--- src/rtl/game_ctrl_pkg.sv ---
// Shared types and constants for the game-state sequencer slice.
// Holds the state encoding, sprite geometry and the box-distance helper.
package game_ctrl_pkg;

    typedef enum logic [2:0] {
        IDLE  = 3'd0,
        READY = 3'd1,
        PLAY  = 3'd2,
        DEATH = 3'd3,
        OVER  = 3'd4,
        WIN   = 3'd5
    } state_t;

    localparam int SPRITE_SIZE      = 16;
    localparam int HIT_DIST_DEFAULT = SPRITE_SIZE - 4;

    // Larger minus smaller keeps the result unsigned with no wrap terms.
    function automatic logic [9:0] absDiff(input logic [9:0] a, input logic [9:0] b);
        return (a >= b) ? (a - b) : (b - a);
    endfunction

endpackage

--- src/rtl/game_ctrl_if.sv ---
// Bus between the game sequencer and its neighbours: positions, dots and button in,
// play/over/win status, phase counter, lives and respawn pulse out.
interface game_ctrl_if #(parameter int NUM_GHOSTS = 4);
    import game_ctrl_pkg::*;

    logic                       start_btn;
    logic [9:0]                 pac_x;
    logic [9:0]                 pac_y;
    logic [10*NUM_GHOSTS-1:0]   ghost_x;
    logic [10*NUM_GHOSTS-1:0]   ghost_y;
    logic [7:0]                 dots_left;

    logic                       start_game;
    logic                       game_over;
    logic                       win;
    logic [4:0]                 counter;
    logic [1:0]                 lives;
    logic                       respawn;
    state_t                     state;

    modport master (
        output start_btn, pac_x, pac_y, ghost_x, ghost_y, dots_left,
        input  start_game, game_over, win, counter, lives, respawn, state
    );

    modport slave (
        input  start_btn, pac_x, pac_y, ghost_x, ghost_y, dots_left,
        output start_game, game_over, win, counter, lives, respawn, state
    );

endinterface

--- src/rtl/game_ctrl_sprite_hit.sv ---
// Combinational overlap test between two sprites' top-left corners.
// A hit needs both axis distances strictly below HIT_DIST.
module game_ctrl_sprite_hit
    import game_ctrl_pkg::*;
#(
    parameter int HIT_DIST = HIT_DIST_DEFAULT
) (
    input  logic [9:0] i_ax,
    input  logic [9:0] i_ay,
    input  logic [9:0] i_bx,
    input  logic [9:0] i_by,
    output logic       o_hit
);

    localparam logic [9:0] HIT_LIM = 10'(HIT_DIST);

    logic [9:0] w_dx;
    logic [9:0] w_dy;

    assign w_dx  = absDiff(i_ax, i_bx);
    assign w_dy  = absDiff(i_ay, i_by);
    assign o_hit = (w_dx < HIT_LIM) && (w_dy < HIT_LIM);

endmodule

--- src/rtl/game_ctrl.sv ---
// Top-level game sequencer: READY -> PLAY -> DEATH/OVER/WIN, with lives,
// scatter/chase phase timing and ghost collision detection.
module game_ctrl
    import game_ctrl_pkg::*;
#(
    parameter int NUM_GHOSTS   = 4,
    parameter int LIVES_INIT   = 3,
    parameter int SEC_FRAMES   = 60,
    parameter int MODE_PERIOD  = 20,
    parameter int READY_FRAMES = 120,
    parameter int DEATH_FRAMES = 90,
    parameter int HIT_DIST     = HIT_DIST_DEFAULT
) (
    input  logic        frame_clk,
    input  logic        Reset,
    game_ctrl_if.slave  bus
);

    state_t          r_state;
    logic [7:0]      r_timer;
    logic [5:0]      r_sub;
    logic [4:0]      r_counter;
    logic [1:0]      r_lives;
    logic            r_respawn;
    logic            r_btnQ;

    state_t          w_nextState;
    logic [7:0]      w_nextTimer;
    logic [5:0]      w_nextSub;
    logic [4:0]      w_nextCounter;
    logic [1:0]      w_nextLives;
    logic            w_nextRespawn;
    logic            w_startEdge;
    logic [NUM_GHOSTS-1:0] w_ghostHit;
    logic            w_anyHit;

    for (genvar g = 0; g < NUM_GHOSTS; g++) begin : g_hit
        game_ctrl_sprite_hit #(.HIT_DIST(HIT_DIST)) u_hit (
            .i_ax  (bus.pac_x),
            .i_ay  (bus.pac_y),
            .i_bx  (bus.ghost_x[10*g +: 10]),
            .i_by  (bus.ghost_y[10*g +: 10]),
            .o_hit (w_ghostHit[g])
        );
    end

    assign w_anyHit    = |w_ghostHit;
    assign w_startEdge = bus.start_btn & ~r_btnQ;

    // Every piece of game state lives here so one async reset clears it all at once.
    always_ff @(posedge frame_clk or posedge Reset) begin
        if (Reset) begin
            r_state   <= IDLE;
            r_timer   <= '0;
            r_sub     <= '0;
            r_counter <= '0;
            r_lives   <= 2'(LIVES_INIT);
            r_respawn <= 1'b0;
            r_btnQ    <= 1'b0;
        end else begin
            r_state   <= w_nextState;
            r_timer   <= w_nextTimer;
            r_sub     <= w_nextSub;
            r_counter <= w_nextCounter;
            r_lives   <= w_nextLives;
            r_respawn <= w_nextRespawn;
            r_btnQ    <= bus.start_btn;
        end
    end

    // Win outranks a same-frame hit; a hit freezes the phase counter for that frame.
    always_comb begin
        w_nextState   = r_state;
        w_nextTimer   = r_timer;
        w_nextSub     = r_sub;
        w_nextCounter = r_counter;
        w_nextLives   = r_lives;
        w_nextRespawn = 1'b0;
        case (r_state)
            IDLE: begin
                if (w_startEdge) begin
                    w_nextState   = READY;
                    w_nextTimer   = 8'(READY_FRAMES - 1);
                    w_nextRespawn = 1'b1;
                end
            end
            READY: begin
                if (r_timer == 8'd0) begin
                    w_nextState = PLAY;
                    w_nextSub   = '0;
                end else begin
                    w_nextTimer = r_timer - 8'd1;
                end
            end
            PLAY: begin
                if (bus.dots_left == 8'd0) begin
                    w_nextState = WIN;
                end else if (w_anyHit) begin
                    w_nextState = DEATH;
                    w_nextLives = (r_lives == 2'd0) ? 2'd0 : r_lives - 2'd1;
                    w_nextTimer = 8'(DEATH_FRAMES - 1);
                end else if (r_sub == 6'(SEC_FRAMES - 1)) begin
                    w_nextSub     = '0;
                    w_nextCounter = (r_counter == 5'(MODE_PERIOD - 1)) ? 5'd0 : r_counter + 5'd1;
                end else begin
                    w_nextSub = r_sub + 6'd1;
                end
            end
            DEATH: begin
                if (r_timer != 8'd0) begin
                    w_nextTimer = r_timer - 8'd1;
                end else if (r_lives == 2'd0) begin
                    w_nextState = OVER;
                end else begin
                    w_nextState   = READY;
                    w_nextCounter = '0;
                    w_nextRespawn = 1'b1;
                    w_nextTimer   = 8'(READY_FRAMES - 1);
                end
            end
            OVER, WIN: begin
                if (w_startEdge) begin
                    w_nextState   = READY;
                    w_nextLives   = 2'(LIVES_INIT);
                    w_nextCounter = '0;
                    w_nextRespawn = 1'b1;
                    w_nextTimer   = 8'(READY_FRAMES - 1);
                end
            end
            default: w_nextState = IDLE;
        endcase
    end

    // Status flags decode straight from the registered state, so they stay exclusive.
    always_comb begin
        bus.start_game = (r_state == PLAY);
        bus.game_over  = (r_state == OVER);
        bus.win        = (r_state == WIN);
        bus.counter    = r_counter;
        bus.lives      = r_lives;
        bus.respawn    = r_respawn;
        bus.state      = r_state;
    end

endmodule

--- src/flat_wrapper.sv ---
// flat-port wrapper written by rule: the top's interface ports become plain ports
module game_ctrl_flat import game_ctrl_pkg::*;
#(
    parameter int NUM_GHOSTS   = 4,
    parameter int LIVES_INIT   = 3,
    parameter int SEC_FRAMES   = 60,
    parameter int MODE_PERIOD  = 20,
    parameter int READY_FRAMES = 120,
    parameter int DEATH_FRAMES = 90,
    parameter int HIT_DIST     = HIT_DIST_DEFAULT
)
  (frame_clk, Reset, bus_start_btn, bus_pac_x, bus_pac_y, bus_ghost_x, bus_ghost_y, bus_dots_left, bus_start_game, bus_game_over, bus_win, bus_counter, bus_lives, bus_respawn, bus_state);
  game_ctrl_if #(.NUM_GHOSTS(NUM_GHOSTS)) bus_i ();
  input  logic frame_clk;
  input  logic Reset;
  input wire logic [$bits(bus_i.start_btn)-1:0] bus_start_btn;
  input wire logic [$bits(bus_i.pac_x)-1:0] bus_pac_x;
  input wire logic [$bits(bus_i.pac_y)-1:0] bus_pac_y;
  input wire logic [$bits(bus_i.ghost_x)-1:0] bus_ghost_x;
  input wire logic [$bits(bus_i.ghost_y)-1:0] bus_ghost_y;
  input wire logic [$bits(bus_i.dots_left)-1:0] bus_dots_left;
  output wire logic [$bits(bus_i.start_game)-1:0] bus_start_game;
  output wire logic [$bits(bus_i.game_over)-1:0] bus_game_over;
  output wire logic [$bits(bus_i.win)-1:0] bus_win;
  output wire logic [$bits(bus_i.counter)-1:0] bus_counter;
  output wire logic [$bits(bus_i.lives)-1:0] bus_lives;
  output wire logic [$bits(bus_i.respawn)-1:0] bus_respawn;
  output wire logic [$bits(bus_i.state)-1:0] bus_state;
  assign bus_i.start_btn = bus_start_btn;
  assign bus_i.pac_x = bus_pac_x;
  assign bus_i.pac_y = bus_pac_y;
  assign bus_i.ghost_x = bus_ghost_x;
  assign bus_i.ghost_y = bus_ghost_y;
  assign bus_i.dots_left = bus_dots_left;
  assign bus_start_game = bus_i.start_game;
  assign bus_game_over = bus_i.game_over;
  assign bus_win = bus_i.win;
  assign bus_counter = bus_i.counter;
  assign bus_lives = bus_i.lives;
  assign bus_respawn = bus_i.respawn;
  assign bus_state = bus_i.state;
  game_ctrl #(.NUM_GHOSTS(NUM_GHOSTS), .LIVES_INIT(LIVES_INIT), .SEC_FRAMES(SEC_FRAMES), .MODE_PERIOD(MODE_PERIOD), .READY_FRAMES(READY_FRAMES), .DEATH_FRAMES(DEATH_FRAMES), .HIT_DIST(HIT_DIST)) u_core (.frame_clk(frame_clk), .Reset(Reset), .bus(bus_i));
endmodule
--- config.mk ---
export PLATFORM = sky130hd
export DESIGN_NAME = game_ctrl_flat
export DESIGN_NICKNAME = d
export VERILOG_FILES = /design/src/rtl/game_ctrl_pkg.sv /design/src/rtl/game_ctrl_if.sv /design/src/rtl/game_ctrl_sprite_hit.sv /design/src/rtl/game_ctrl.sv /design/src/flat_wrapper.sv
export SDC_FILE = /design/constraint.sdc
export NUM_CORES = 1
export LEC_CHECK = 0
export ABC_AREA = 0
export CORE_ASPECT_RATIO = 0.75
export CORE_MARGIN = 5
export CORE_UTILIZATION = 40
export DETAILED_ROUTE_END_ITERATION = 10
export RECOVER_POWER = 100
export SETUP_SLACK_MARGIN = 0.05
export SLEW_MARGIN = 30
export SYNTH_ARGS = -nofsm -noshare
export SYNTH_HDL_FRONTEND = slang
export SYNTH_HIERARCHICAL = 1
export SYNTH_SLANG_ARGS = --single-unit
--- constraint.sdc ---
create_clock -name frame_clk -period 3.26 [get_ports frame_clk]
set_clock_uncertainty 0.1 [all_clocks]
set_input_delay 0.489 -clock frame_clk [delete_from_list [all_inputs] [get_ports frame_clk]]
set_output_delay 0.489 -clock frame_clk [all_outputs]
set_load 0.02 [all_outputs]
# After elaboration in Yosys (flattened, before gate mapping)
# Index checks and enable logic that the tools add are counted.
# totals
input_bits	111
word_cells	129
out_inout_bits	14
register_bits	26
# op_classes
n_mux	44
order_cmp	16
n_bitwise	2
addsub	20
reduce_logical	21
eq_ne	19
# op_table
cell	n
10-bit subtractor	16
10-bit >= comparator	8
10-bit by 4-bit less-than comparator with 1-bit output, second input constant	8
10-bit two-way mux	8
8-bit two-way mux	6
5-bit two-way mux	7
8-bit one-hot mux with 4 select lines	1
6-bit two-way mux	4
3-bit two-way mux	6
8-bit zero test	2
5-bit one-hot mux with 3 select lines	1
3-bit one-hot mux with 4 select lines	1
6-bit one-hot mux with 2 select lines	1
4-bit AND reduction	3
2-bit by 1-bit inequality test with 1-bit output, second input constant	5
2-bit inequality test, second input constant	5
2-bit two-way mux	4
8-bit nonzero test	1
8-bit by 1-bit subtractor with 8-bit output, second input constant	1
7-bit AND reduction	1
6-bit by 1-bit adder with 6-bit output, second input constant	1
3-bit by 2-bit equality test with 1-bit output, second input constant	2
3-bit equality test, second input constant	2
6-bit equality test, second input constant	1
other kinds (21)	27

# Depth between registers and ports, before layout
# Gate-level depths: netlist (run 1).
# depth
depth_word	8
mapped_depth	17
ltp_nobuf	15

# Hierarchy
# The synthesis (run 1) kept the hierarchy.
# by_module_without_submodules
module	seq_area_each_um2	n_inst	area_per_inst_um2	cells_per_inst
game_ctrl_sprite_hit	0.0	4	1659.1	223
game_ctrl	653.1	1	1694.1	200

# Worst setup path after synthesis (run 1)
# OpenSTA, ideal clock, no wires.
# synth_path
path_kind	input to register
start	input port bus_pac_x[7]
end	register u_core.r_counter[4], in the netlist u_core/bus.counter[4]
arrival_ns	3.882
required_ns	3.086
n_path_buf	1
path_slack_ns	-0.796
cell_stages	16
setup_ns	0.074
cell_sequence	inv_1 > ha_1 > clkbuf_1 > nand4_1 > o21ai_1 > a221o_1 > a41oi_2 > nor2_1 > o31ai_1 > xor2_1 > nor4b_2 > or4_4 > o41ai_2 > o2111ai_2 > o311a_1 > o21ai_2
# synth_between
elab_chain_cells	7
elab_cells_between_ends	27
classes_between	add/sub (8); order compare (8); eq/ne (1); mux (4); reduce/logical (6)
# synth_lines
element	line_no	source
from (decl)	flat_wrapper.sv:17	input wire logic [$bits(bus_i.pac_x)-1:0] bus_pac_x;
10-bit subtractor / 10-bit >= comparator (equally long branches)	game_ctrl_pkg.sv:19	return (a >= b) ? (a - b) : (b - a);
10-bit two-way mux *	game_ctrl_pkg.sv:19	
10-bit by 4-bit less-than comparator with 1-bit output *	game_ctrl_sprite_hit.sv:22	assign o_hit = (w_dx < HIT_LIM) && (w_dy < HIT_LIM);
1-bit logical AND *	game_ctrl_sprite_hit.sv:22	
named net u_core.w_ghostHit[1]	game_ctrl.sv:34	logic [NUM_GHOSTS-1:0] w_ghostHit;
4-bit OR reduction *	game_ctrl.sv:47	assign w_anyHit = |w_ghostHit;
2-bit inequality test (no line) *	n/a	
7-bit AND reduction (no line) *	n/a	
to (signal assigned)	game_ctrl.sv:64	r_counter <= w_nextCounter;
to (decl)	game_ctrl.sv:22	logic [4:0] r_counter;
# Mark *: on every way through the listed nets, which the timed path passes. The rest lies on a longest branch.
# A chain may end at the register's enable or synchronous reset.

# Final worst setup path (run 1)
# layout_path
start	input port bus_pac_x[1]
end	register u_core.r_counter[4], in the netlist u_core/bus.counter[4]
# Same word-level chain as after synthesis.

==> results of run 1 <==
[sequential cells by signal (all words and copies together), names as in the netlist]
| register | flops |
|---|---|
| u_core/bus.state | 3 |
| u_core/bus.lives | 2 |
| u_core/bus.respawn | 1 |
| u_core/bus.counter | 5 |
| u_core/r_sub | 6 |
| u_core/r_timer | 8 |
| u_core/r_btnQ | 1 |
[timing repair]
item                       CTS  global route
gates resized for setup    313           143
pin swaps                  102            79
cloned                       1             0
setup buffers               28            13
setup endpoints to repair   24            24
[cell usage in the layout (no fill, tap or decap), types with 9 or more instances in the layout]
cell and count:
nor2b_1 15, nand2b_1 9, xor2_1 31, mux2i_1 10
a21oi_1 56, dlymetal6s2s_1 12, clkbuf_2 14, nand3b_1 11
a31oi_1 9, buf_2 9, a21o_1 9, buf_6 28
nand4_1 14, inv_2 17, o21ai_1 13, nor3_1 20
dfrtp_1 24, nand3_1 16, ha_4 57, nand2_1 51
ha_1 87, inv_1 145, buf_4 291, nor2_1 78
clkdlybuf4s50_1 25, ha_2 14, o21a_1 22, dlygate4sd2_1 39
xnor2_1 48, or3_1 10, o21ai_0 31
[cell usage after synthesis, types with 10 or more instances]
| cell | number |
|---|---|
| buf_2 | 13 |
| nor2b_1 | 19 |
| nand3_1 | 16 |
| nor2_1 | 78 |
| o31ai_1 | 12 |
| nor3_1 | 24 |
| o21a_1 | 22 |
| dfrtp_1 | 24 |
| ha_1 | 158 |
| xnor2_1 | 48 |
| nand3b_1 | 11 |
| a31oi_1 | 13 |
| xor2_1 | 32 |
| a21oi_1 | 70 |
| or3_1 | 10 |
| mux2i_1 | 12 |
| nand4_1 | 14 |
| o21ai_0 | 44 |
| nand2_1 | 52 |
| inv_1 | 171 |
| nand2b_1 | 10 |
| clkbuf_1 | 16 |
[critical path: cells and delay by family]
| kind | cells | cell delay (ns) |
|---|---|---|
| AND/OR/NAND/NOR | 3 | 0.85 |
| buffers and inverters | 4 | 0.46 |
| adder cells (fa/ha/maj) | 1 | 0.21 |
| AO/OA/AOI/OAI | 10 | 2.19 |
[kinds of logic (layout without fill, tap and decap cells)]
kind of cell,Yosys count,count (layout),share of synthesized area [%]
compound gates,300,300,27.1
simple gates,293,293,19.2
buf+inv,221,615,12.0
fa+ha+maj,158,158,23.7
xor+xnor,80,80,8.41
flops,26,26,7.84
mux,14,14,1.71
[area by class of cell]
type,instances,area [sq um]
Clock inverter,1,30.0
Sequential cell,26,653
Timing Repair Buffer,440,3610
Clock buffer,3,75.1
Multi-Input combinational cell,845,8050
Fill cell,1772,6950
Tap cell,282,353
Inverter,171,669
[worst min path at each step]
stage	slack (ns)	depth (start not counted)	end	startpoint
after floorplan	0.34	1	u_core/r_sub[5]	u_core/r_sub[5]
after global routing	0.40	1	u_core/r_sub[5]	u_core/r_sub[5]
final	0.38	1	u_core/r_sub[5]	u_core/r_sub[5]
after detailed placement	0.38	1	u_core/r_sub[5]	u_core/r_sub[5]
after global placement	0.37	1	u_core/r_sub[5]	u_core/r_sub[5]
after CTS	0.39	1	u_core/r_sub[5]	u_core/r_sub[5]
[power breakdown]
part / internal (mW) / switching [mW]
Combinational: 1.46 / 1.43
Clock: 0.245 / 0.120
Sequential: 0.456 / 0.161
[per-layer routing]
metal	routed length, microns	vias to the layer above	part of all wire (%)	global-route usage, %
met5	0	-	0	0
met4	362	0	1.3	3.61
met3	1160	32	4.2	2.24
met2	12600	220	45	35.4
met1	13700	4244	49	31.5
li1	-	4618	-	-
[stage by stage]
stage               setup TNS [ns]  util, %  worst slack, ns  area (sq um)  power, mW
CTS                         -15.79     63.2           -0.827         12900       3.67
finish                      -13.28     65.9           -0.841         13400       3.87
floorplan                    -7.91        -           -0.666          8500       2.11
global placement            -34.67     57.7            -1.60         11800       3.02
global route                -16.94     65.9           -0.979         13400       4.17
detailed placement          -35.59     57.7            -1.67         11800       3.06
==> qor.csv, run 1 <==
metric;value;unit
Synth Warn #;6;
Initial Utilization;40.9;%
Die H;135;microns
latest clock arrival within the worst-skew pair;0.27;ns
H-tree depth;1;
MaxCap Viol Count;0;
unrepaired setup endpoints after global routing;true;
sequential share of the synthesized area;7.84;%
origin of the critical flop-to-flop path;u_core/bus.state[2];
syn_area_per_cell;7.63;sq um
Synthesized Nets;1361;
die footprint;23800;sq um
DRT antenna net count;0;
worst hold slack;0.379;ns
hpwl dp;21500;microns
CP Max Fanout;7;
DRC Markers;0;
worst setup path start;bus_pac_x[1];
post-synthesis cell area;8330;sq um
share of layout cells above drive strength 1;39.4;%
Final Hold Fails;0;
antenna cell count;0;
FF-to-FF setup slack;0.52;ns
hold crit path type;register to register;
Clock Sinks;26;
gpl congestion;0.926;
clk slew on worst S/H paths;0.07;ns
Non-Filler Instances;1768;
worst setup margin;-0.841;ns
post-synth top area share;23.7;%
DRT iter0 DRCs;553;
drt total wl;27800;microns
critical path's largest stage delay;0.57;ns
CP dominant cell by count;buf_4;
largest net degree at the start of global routing;27;
Tcrit/Tclk final;126;%
Peak supply drop;0.215;mV
dominant cell type by area after synthesis;ha_1;
Final setup viols;24;
initial antenna violation count;0;
I/O Buffers;124;
Post-synth EDFFs;0;
Critical Path Sink;u_core/bus.counter[4];
gr usage total;21.7;%
count of pins over their slew limit;0;
worst path required time;3.35;ns
CTS Buf Count;3;
ys flop type;dfrtp_1;
largest cells by area after synthesis;ha_1, inv_1, dfrtp_1, xnor2_1, a21oi_1;
Core Region;20400;sq um
end of the worst register-to-register path;u_core/bus.counter[4];
critical path class;input pin to register;
Peak Freq;0.244;GHz
Synth cell types;74;
fin crit period;4.10;ns
Die W;177;microns
GRT overflow;0;
I/O pins;125;
Root Driver;clkbuf_16;
LEAKAGE;6.41;nW
synthesis-to-layout area growth;61.3;%
Slew HR;2.59;%
vias in the first global route;8800;
CTS tree;done;
via count;9114;
hold buffer count at CTS;0;
crit-path cells;buf_6 > inv_2 > ha_4 > and2b_1 > o211ai_2 > buf_4 > buf_4 > a21oi_1 > a211oi_2 > o21ai_0 > o21a_1 > a32oi_2 > nor4b_2 > or4_4 > o41ai_4 > o2111ai_2 > o311a_1 > o21ai_2;
placed insts;1724;
violated checks;setup timing;
drt pass-1 iters;5;
Worst setup SP type;input pin;
DR vias/cell;5.15;
Routed wire per std cell;15.7;microns
Async S/R FF share, synth;100;%
Clock Path Buffers;2;
first-pass GRT wire length;43300;microns
register bit total from synthesis;26;
WP data arrival;4.20;ns
PD cells;288;nW/um^2
Core Rows;45;
nets;1756;
R2R depth;8;
Worst Setup End Kind;register;
Syn Inst Count;1092;
result of the run;finished with violations;
Slowest cell on crit path;or4_4;
Worst-Margin Slew;1.46;ns
No activity file was read; power rests on OpenSTA's default activity.
==> run 2, diff against run 1 <==
--- a/config.mk
+++ b/config.mk
@@ -10,9 +10,10 @@
 export CORE_MARGIN = 5
 export CORE_UTILIZATION = 40
 export DETAILED_ROUTE_END_ITERATION = 10
+export GPL_ROUTABILITY_DRIVEN = 0
+export HOLD_SLACK_MARGIN = 0.12
 export RECOVER_POWER = 100
 export SETUP_SLACK_MARGIN = 0.05
-export SLEW_MARGIN = 30
 export SYNTH_ARGS = -nofsm -noshare
 export SYNTH_HDL_FRONTEND = slang
 export SYNTH_HIERARCHICAL = 1
==> qor.csv, run 2 (synthesis results as in run 1) <==
metric;value;unit
result of the run;finished with violations;
violated checks;setup timing;
DR vias/cell;5.22;
Final setup viols;24;
CTS tree;done;
unrepaired setup endpoints after global routing;true;
CP Max Fanout;7;
Core Rows;45;
Die H;135;microns
nets;1771;
count of pins over their slew limit;0;
Clock Path Buffers;2;
share of layout cells above drive strength 1;41.1;%
latest clock arrival within the worst-skew pair;0.26;ns
Tcrit/Tclk final;127;%
FF-to-FF setup slack;0.47;ns
clk slew on worst S/H paths;0.07;ns
DRT iter0 DRCs;686;
critical path class;input pin to register;
Largest register FFs;8;
worst path required time;3.31;ns
crit-path leading delay family;compound AO/OA/AOI/OAI gates;
origin of the critical flop-to-flop path;u_core/r_timer[0];
Worst setup SP type;input pin;
antenna cell count;0;
total negative slack;-16.88;ns
hold path depth;1;
Pwr Total;4.04;mW
Core Region;20400;sq um
via count;9313;
Initial Utilization;40.9;%
initial antenna violation count;0;
most frequent cells in the layout;buf_4, inv_1, ha_1;
switching portion of total power;45.3;%
Hold EP;u_core/r_sub[0];
H-tree depth;1;
die footprint;23800;sq um
synthesis-to-layout area growth;67.2;%
GRT overflow;0;
first-pass GRT wire length;45200;microns
MaxCap Viol Count;0;
sequential share of power;15.8;%
Peak Freq;0.241;GHz
DRT antenna net count;0;
hold path startpoint;u_core/r_sub[0];
worst setup margin;-0.881;ns
LEAKAGE;6.58;nW
Root Driver;clkbuf_16;
P_sw;1.83;mW
gr usage total;22.4;%
Clock Sinks;26;
largest net degree at the start of global routing;26;
critical path's largest stage delay;0.52;ns
internal power;2.21;mW
Peak supply drop;0.284;mV
fin crit period;4.14;ns
DRC Markers;0;
WP buf/inv;6;
Slew HR;23.7;%
PD cells;290;nW/um^2
Slowest cell on crit path;or4_4;
Worst-Margin Slew;1.13;ns
drt total wl;28600;microns
power share of the combinational group;76.7;%
CTS Buf Count;3;
R2R depth;7;
Clock Power Share;7.5;%
Worst Setup End Kind;register;
Final Hold Fails;0;
Die W;177;microns
most flop-heavy register;u_core/r_timer;
WP data arrival;4.20;ns
vias in the first global route;9221;
hold crit path type;register to register;
I/O Buffers;124;
drt pass-1 iters;5;
hpwl dp;21300;microns
crit-path cells;buf_6 > buf_12 > buf_4 > inv_4 > ha_4 > nand4_1 > o21ai_1 > a221o_1 > a41oi_2 > buf_4 > mux2i_4 > o31ai_4 > xor2_2 > nor4b_4 > or4_4 > o41ai_4 > o2111ai_4 > buf_6 > a22o_4;
Routed wire per std cell;16.0;microns
I/O pins;125;
most common cell after layout, fill and taps aside;buf_4;
end of the worst register-to-register path;u_core/bus.counter[3];
-- run 2: cell types whose count changed in the layout (fill, tap and decap cells not counted), moves of 7 or more --
| cell | delta |
|---|---|
| a21oi_2 | +15 |
| buf_6 | +15 |
| dlygate4sd2_1 | +14 |
| a21oi_1 | -12 |
| o21ai_0 | -11 |
| dlygate4sd3_1 | +8 |
| clkbuf_2 | -7 |
| clkdlybuf4s50_1 | -7 |
| ha_2 | -7 |
| o21ai_2 | +7 |
-- run 2: stage by stage --
step                utilization (%)  instance area (sq um)  setup WS [ns]  hold slack [ns]  std cells
floorplan                         -                   8500         -0.666            0.345       1092
global placement               57.2                  11700          -1.55            0.366       1711
detailed placement             57.2                  11700          -1.65            0.382       1711
CTS                            64.6                  13200         -0.863            0.407       1760
global route                   68.3                  13900         -0.968            0.425       1783
finish                         68.3                  13900         -0.881            0.397       1783
-- run 2: worst max-delay path by stage --
stage	cells after the start	start	end	slack, ns
2_1_floorplan	15	bus_pac_x[1]	u_core/bus.counter[4]	-0.67
3_3_place_gp	16	bus_pac_x[7]	u_core/bus.counter[3]	-1.55
3_5_place_dp	17	bus_pac_x[7]	u_core/bus.counter[2]	-1.65
4_1_cts	19	bus_pac_x[1]	u_core/bus.counter[3]	-0.86
5_1_grt	20	bus_pac_x[4]	u_core/bus.counter[0]	-0.97
6_report	19	bus_pac_x[4]	u_core/bus.counter[3]	-0.88
-- run 2: power groups by stage --
| stage | clock network, mW | logic, mW | registers (mW) |
|---|---|---|---|
| after floorplan | 0 | 1.50 | 0.613 |
| after global placement | 0 | 2.39 | 0.612 |
| after detailed placement | 0 | 2.42 | 0.612 |
| after CTS | 0.305 | 2.81 | 0.621 |
| after global routing | 0.316 | 3.35 | 0.661 |
| final | 0.302 | 3.10 | 0.638 |
-- run 2: repair_timing --
item	4_1_cts	5_1_grt
setup buffers	43	28
endpoints found under the hold margin	0	0
gates resized for setup	346	154
hold buffers	0	0
setup endpoints to repair	24	24
cloned	2	0
pin swaps	106	56
-- run 2: area by class of cell --
| class | count | area (sq um) |
|---|---|---|
| multi-input cells | 845 | 8380 |
| fillers | 1666 | 6450 |
| repair buffers | 455 | 3790 |
| inverters | 171 | 664 |
| flip-flops and latches | 26 | 653 |
| well taps | 282 | 353 |
| clock buffers | 4 | 88.8 |
-- run 2: routing by layer --
metal | part of all wire (%) | GRT usage (%)
met1 | 48 | 32.7
met2 | 46 | 36.5
met3 | 5.6 | 2.52
met4 | 0.91 | 2.62
met5 | 0 | 0
==> run 3, diff against run 2 <==
--- a/config.mk
+++ b/config.mk
@@ -12,6 +12,7 @@
 export DETAILED_ROUTE_END_ITERATION = 10
 export GPL_ROUTABILITY_DRIVEN = 0
 export HOLD_SLACK_MARGIN = 0.12
+export PLACE_DENSITY = 0.7
 export RECOVER_POWER = 100
 export SETUP_SLACK_MARGIN = 0.05
 export SYNTH_ARGS = -nofsm -noshare
==> qor.csv, run 3 (synthesis results as in run 1) <==
metric;value;unit
drt pass-1 iters;5;
Pwr Total;3.76;mW
critical path class;input pin to register;
nets;1740;
GRT overflow;0;
H-tree depth;1;
I/O pins;125;
MaxCap Viol Count;0;
largest net degree at the start of global routing;26;
I/O Buffers;124;
DRT iter0 DRCs;694;
most common cell after layout, fill and taps aside;buf_4;
share of layout cells above drive strength 1;36.7;%
worst hold slack;0.409;ns
worst path required time;3.36;ns
clk slew on worst S/H paths;0.07;ns
Worst-Margin Slew;1.15;ns
Tcrit/Tclk final;128;%
Slew HR;22.0;%
multi-input logic area;7920;sq um
Final setup viols;24;
Routed wire per std cell;15.6;microns
Peak supply drop;0.263;mV
latest clock arrival within the worst-skew pair;0.27;ns
fillcell total;1676;
most frequent cells in the layout;buf_4, inv_1, ha_1;
Worst Setup End Kind;register;
Die H;135;microns
first-pass GRT wire length;44100;microns
Initial Utilization;40.9;%
violated checks;setup timing;
placed insts;1691;
Peak Freq;0.240;GHz
die footprint;23800;sq um
drt total wl;27300;microns
worst setup margin;-0.899;ns
count of pins over their slew limit;0;
WP data arrival;4.26;ns
Non-Filler Instances;1753;
LEAKAGE;6.32;nW
CP Max Fanout;6;
Clock Path Buffers;2;
Worst setup SP type;input pin;
Clock Sinks;26;
initial antenna violation count;2;
Final Hold Fails;0;
DRT antenna net count;0;
CTS Buf Count;3;
Core Rows;45;
DR vias/cell;5.27;
unrepaired setup endpoints after global routing;true;
most flop-heavy register;u_core/r_timer;
PD cells;285;nW/um^2
gr usage total;21.8;%
synthesis-to-layout area growth;58.2;%
Root Driver;clkbuf_16;
Largest register FFs;8;
DRC Markers;0;
Core Region;20400;sq um
hpwl dp;20800;microns
via count;9234;
CTS tree;done;
result of the run;finished with violations;
final core area utilization;64.6;%
fin crit period;4.16;ns
vias in the first global route;9322;
hold buffer count at CTS;0;
hold crit path type;register to register;
register area;653;sq um
Die W;177;microns
-- run 3: timing repair --
item | in CTS | in global routing
gates cloned | 2 | 0
pin swaps | 90 | 28
gates resized for setup | 303 | 70
buffers inserted | 50 | 7
setup endpoints to repair | 24 | 24
-- run 3: routing by layer --
layer,global-route usage [%],wire length (microns)
met1,29.6,12600
met2,38.7,13100
met3,1.85,1240
met5,0,13
met4,3.18,389
-- run 3: cell type report --
class,instances,share of cell area [%]
flip-flops and latches,26,4.96
repair buffers,424,26.5
well taps,282,2.68
inverters,171,5.08
multi-input cells,845,60.1
diodes,1,0.0190
clock buffers,4,0.674
-- run 3: worst paths after layout --
kind,start,endpoint,slack [ns],depth (start not counted)
worst max-delay path,bus_pac_y[0],u_core/bus.counter[4],-0.90,16
worst min-delay path,u_core/r_sub[5],u_core/r_sub[5],0.41,1
worst max register to register,u_core/r_timer[0],u_core/r_timer[1],0.43,7
worst min register to register,u_core/r_sub[5],u_core/r_sub[5],0.41,1
max in group asynchronous,Reset,u_core/bus.lives[0],1.63,3
min in group asynchronous,Reset,u_core/r_btnQ,0.79,2
-- run 3: power breakdown --
part | internal (mW) | switching (mW)
combinational | 1.42 | 1.41
sequential | 0.456 | 0.173
clock | 0.188 | 0.121
-- run 3: stage by stage --
step / area (sq um) / setup WS, ns / setup TNS (ns)
floorplan: 8500 / -0.666 / -7.91
global placement: 11500 / -1.58 / -33.81
detailed placement: 11500 / -1.69 / -35.39
CTS: 12900 / -0.813 / -17.90
global route: 13200 / -1.02 / -20.83
finish: 13200 / -0.899 / -16.90
-- run 3: worst max-delay path: stages --
cell and delay, ns:
clkdlybuf4s15_2 0.26, inv_1 0.07, ha_1 0.31, or2b_2 0.31
a21oi_2 0.16, o2111ai_2 0.14, a31oi_4 0.31, mux2i_1 0.22
a2bb2oi_1 0.19, nor2_1 0.08, nor4b_4 0.14, or4_4 0.55
o41ai_4 0.28, o2111ai_2 0.23, o311a_1 0.40, o21ai_2 0.12
